--- src/rtl/serial_adder_pkg.sv ---
// Shared types and defaults for the bit-serial adder.
package serial_adder_pkg;

    typedef enum logic [1:0] {IDLE, RUN, DONE} sa_state_t;

    localparam int unsigned SA_DEFAULT_WIDTH = 8;

endpackage

--- src/rtl/full_adder_cell.sv ---
// Single-bit combinational full adder; the only arithmetic cell in serial_adder.
module full_adder_cell (
    input  logic a,
    input  logic b,
    input  logic ci,
    output logic s,
    output logic co
);

    assign s  = a ^ b ^ ci;
    assign co = (a & b) | (a & ci) | (b & ci);

endmodule

--- src/rtl/serial_adder.sv ---
// Bit-serial WIDTH-bit adder: parallel valid/ready capture, one bit per clock
// through a single full_adder_cell, parallel result offered downstream.
module serial_adder
    import serial_adder_pkg::*;
#(
    parameter int unsigned WIDTH = SA_DEFAULT_WIDTH
) (
    input  logic             clk,
    input  logic             rst_n,
    input  logic             in_valid,
    output logic             in_ready,
    input  logic [WIDTH-1:0] a,
    input  logic [WIDTH-1:0] b,
    input  logic             cin,
    output logic             out_valid,
    input  logic             out_ready,
    output logic [WIDTH-1:0] sum,
    output logic             cout
);

    localparam int unsigned      CNT_W    = (WIDTH > 1) ? $clog2(WIDTH) : 1;
    localparam logic [CNT_W-1:0] LAST_BIT = CNT_W'(WIDTH - 1);

    sa_state_t        state;
    sa_state_t        state_nxt;
    logic [WIDTH-1:0] a_sh;
    logic [WIDTH-1:0] b_sh;
    logic [WIDTH-1:0] acc;
    logic [WIDTH-1:0] acc_nxt;
    logic             carry;
    logic [CNT_W-1:0] cnt;
    logic             fa_s;
    logic             fa_co;
    logic             load;
    logic             step;
    logic             last_step;
    logic             release_out;

    full_adder_cell u_fa (
        .a  (a_sh[0]),
        .b  (b_sh[0]),
        .ci (carry),
        .s  (fa_s),
        .co (fa_co)
    );

    // New sum bit enters at the MSB; written as shifts so WIDTH = 1 needs no special case.
    assign acc_nxt  = (acc >> 1) | (WIDTH'(fa_s) << (WIDTH - 1));
    assign in_ready = rst_n && (state == IDLE);

    always_ff @(posedge clk or negedge rst_n) begin
        if (!rst_n) begin
            state <= IDLE;
        end else begin
            state <= state_nxt;
        end
    end

    always_comb begin
        state_nxt   = state;
        load        = 1'b0;
        step        = 1'b0;
        last_step   = 1'b0;
        release_out = 1'b0;
        case (state)
            IDLE: begin
                if (in_valid) begin
                    load      = 1'b1;
                    state_nxt = RUN;
                end
            end
            RUN: begin
                step = 1'b1;
                if (cnt == LAST_BIT) begin
                    last_step = 1'b1;
                    state_nxt = DONE;
                end
            end
            DONE: begin
                if (out_ready) begin
                    release_out = 1'b1;
                    state_nxt   = IDLE;
                end
            end
            default: state_nxt = IDLE;
        endcase
    end

    // Operand/sum shift registers, carry flop, bit counter and the held result.
    always_ff @(posedge clk or negedge rst_n) begin
        if (!rst_n) begin
            a_sh      <= '0;
            b_sh      <= '0;
            acc       <= '0;
            carry     <= 1'b0;
            cnt       <= '0;
            sum       <= '0;
            cout      <= 1'b0;
            out_valid <= 1'b0;
        end else begin
            if (load) begin
                a_sh  <= a;
                b_sh  <= b;
                carry <= cin;
                cnt   <= '0;
            end
            if (step) begin
                a_sh  <= a_sh >> 1;
                b_sh  <= b_sh >> 1;
                acc   <= acc_nxt;
                carry <= fa_co;
                cnt   <= cnt + CNT_W'(1);
            end
            if (last_step) begin
                sum       <= acc_nxt;
                cout      <= fa_co;
                out_valid <= 1'b1;
            end
            if (release_out) begin
                out_valid <= 1'b0;
            end
        end
    end

endmodule

--- config.mk ---
export PLATFORM = sky130hd
export DESIGN_NAME = serial_adder
export DESIGN_NICKNAME = d
export VERILOG_FILES = /design/src/rtl/serial_adder_pkg.sv /design/src/rtl/full_adder_cell.sv /design/src/rtl/serial_adder.sv
export SDC_FILE = /design/constraint.sdc
export NUM_CORES = 1
export LEC_CHECK = 0
export ABC_AREA = 1
export BUFFER_PORTS_ARGS = -buffer_cell sky130_fd_sc_hd__clkbuf_2
export CORE_MARGIN = 2
export CORE_UTILIZATION = 41
export DETAILED_ROUTE_END_ITERATION = 8
export GPL_ROUTABILITY_DRIVEN = 0
export GPL_TIMING_DRIVEN = 0
export PLACE_DENSITY = 0.68
export SLEW_MARGIN = 10
export SYNTH_ARGS = -nofsm -noshare
export SYNTH_HDL_FRONTEND = slang
export SYNTH_SLANG_ARGS = --single-unit
--- constraint.sdc ---
create_clock -name clk -period 3.1 [get_ports clk]
set_input_delay 0.155 -clock clk [delete_from_list [all_inputs] [get_ports clk]]
set_output_delay 0.155 -clock clk [all_outputs]
set_load 0.02 [all_outputs]
==> results.cfg <==
[pwr]
irDropWorstVdd_uv = 375
clkPwrFrac_pct = 18.1
p_int_w = 0.00123
p_seq_share_pct = 41.6
p_leak_nw = 1.15
swShare_pct = 39.5
power_frac_comb_pct = 40.2
switching_power_w = 0.000800
p_per_area_nw_per_um2 = 981

[synth]
netlist_instances = 213
syn_nets = 237
yosys.area.top_type_share_pct = 55.9
yosys.cell_types.count = 15
yosysSeqAreaShare_pct = 55.9
synth_top_cell_by_area = dfrtp_1
syn-mean-instance-area_um2 = 8.19
synth_area_um2 = 1750
yosys_warnings = 0
ys_ff_latch = 39
synth_area_leaders = dfrtp_1 56%, nand2_1 23%, nand3_1 5.7%, o21ai_1 4.3%, buf_2 2.6%

[placed_design]
portBuffers = 31
pre_cts_ws_ns = 1.52
dp_hpwl_um = 2370

[floorplanning]
die_w_um = 69.2
core_area_um2 = 4060
dieArea_um2 = 4790
ios = 32
rows = 23
dieHeight_um = 69.2
start_util_pct = 43.0

[grt]
grt_pass1_wl_um = 6110
grt_usage_pct = 15.9
antenna_found_initial = 0
grt_pass1_vias = 1371
grt_max_degree = 41
overflow = 0

[worst_setup_path]
crit_top_cell = clkbuf_2
path_class = input port to output port
cp.required_ns = 2.94
crit_path_cell_trace = clkbuf_2, nor3b_1, clkbuf_2
endpoint_kind = output port
critPathBufInv = 2
startpoint_type = input port
slowest_delay_ns = 0.71
cpLargestDelayFamily = buffers and inverters
path_max_fanout = 40
crit_slowest_cell = clkbuf_2
cp.arrival_ns = 1.34

[route]
antenna_left = 0
wl_per_cell_um = 11.5
drt-total-wl_um = 3470
viasPerCell = 4.79
route.vias.total = 1446
first_pass_iters = 4
first_iter_violations = 116
drc = 0

[cells_and_area]
seq_area_um2 = 976
drive_gt1_share_pct = 20.6
final_nets = 275
fillCellCount = 388
multiInputGateArea_um2 = 657
syn_to_final_growth_pct = 18.2
n_antenna_cell = 0

[job]
drv_cap = 0

[timing]
hold_ws_ns = 0.00667
fin_setup_tns_ns = 0
tightest_slew_ns = 0.954
hold_viol_final = 0
setup-violations-final = 0
fmax_mhz = 667
fin_skew_ns = 0.00571
rsz0062_at_grt = no
report.final.slew_viol_count = 0
fin_crit_sh_pct = 48.4
setup_ws_ns = 1.60
slew_headroom_pct = 36.4
post-route-min-period_ns = 1.50

[clock_network]
cts_tree = yes
cts_resized = 0
htree_levels = 2
postCtsSetupBuffers = 0
ctsRootBufferMaster = clkbuf_8
cts_hold_buffers = 0
clock_sinks = 39
clk_latency_ns = 0.29
cts_buffers = 5
cts.clk_slew.worst_paths_ns = 0.07
cts_buffer_depth = 2

[outcome]
outcome = finished, final reports clean

[min_path]
hold_class = input port to async pin
==> state kept, by name (all words and copies together), names as in the netlist <==
name	count
a_sh	8
b_sh	8
sum	8
acc	7
cnt	3
state	2
carry	1
cout	1
out_valid	1
==> metal layers <==
layer	part of all wire (%)	track usage (%)	routed length (um)	vias up
li1	-	-	-	746
met3	4.5	5.81	155	6
met5	0	0	0	-
met2	45	23.7	1570	29
met4	1.5	5.66	53	0
met1	49	21.4	1690	665
==> cell families after synthesis <==
logic type	synth area share [%]
flops	55.9
simple gates	29.2
buf+inv	6.45
fa+ha+maj	2.58
compound gates	5.88
==> final cells by class <==
type,count,area share (%)
well taps,50,3.03
multi-input cells,151,31.8
flip-flops and latches,39,47.3
inverters,11,2.00
repair buffers,31,7.52
plain buffers,12,3.46
clock buffers,8,4.85
==> cell usage in the layout (no fill, tap or decap) <==
master / netlist / final
nand3_1: 20 / 20
clkbuf_2: 0 / 31
ha_1: 2 / 2
inv_1: 9 / 9
o21ai_1: 15 / 15
o31ai_1: 1 / 1
dfrtp_1: 39 / 39
buf_4: 2 / 2
fa_1: 1 / 1
inv_2: 2 / 2
nor3b_1: 1 / 1
nor2_1: 2 / 2
buf_2: 9 / 9
nand2_1: 105 / 105
clkbuf_8: 0 / 7
buf_6: 1 / 1
o21ai_0: 4 / 4
clkbuf_1: 0 / 1
==> power by group through the flow <==
stage | Clock (W) | Sequential [W] | Combinational, W
after floorplan | 0 | 0.000893 | 0.000551
after global placement | 0 | 0.000847 | 0.000808
after detailed placement | 0 | 0.000851 | 0.000827
after CTS | 0.000379 | 0.000843 | 0.000832
after global routing | 0.000408 | 0.000870 | 0.000947
final | 0.000367 | 0.000842 | 0.000815
==> stage by stage <==
step                instances  utilization, %  power [W]  cell area [um^2]
floorplan                 213               -    0.00144              1750
global placement          294            48.4    0.00165              1960
detailed placement        294            48.4    0.00168              1960
CTS                       302            50.8    0.00205              2060
global route              302            50.8    0.00223              2060
finish                    302            50.8    0.00202              2060
==> path summary, 6_finish.rpt <==
kind                            depth (start not counted)      start  slack [ns]        to
worst min-delay path                                    1      rst_n       0.007    sum[4]
worst max-delay path                                    3      rst_n        1.60  in_ready
worst max register to register                          5     cnt[0]        1.75  state[1]
min in group clk                                        2  out_ready        0.06  state[1]
worst min register to register                          2    a_sh[5]        0.48   a_sh[5]
max in group asynchronous                               1      rst_n        2.50   a_sh[3]
==> Yosys cell counts <==
cell type,n
nor2_1,2
o31ai_1,1
nand2_1,105
o21ai_0,4
buf_6,1
inv_1,9
buf_2,9
inv_2,2
o21ai_1,15
fa_1,1
nand3_1,20
buf_4,2
dfrtp_1,39
ha_1,2
nor3b_1,1
(Power assumes the default switching activity.)
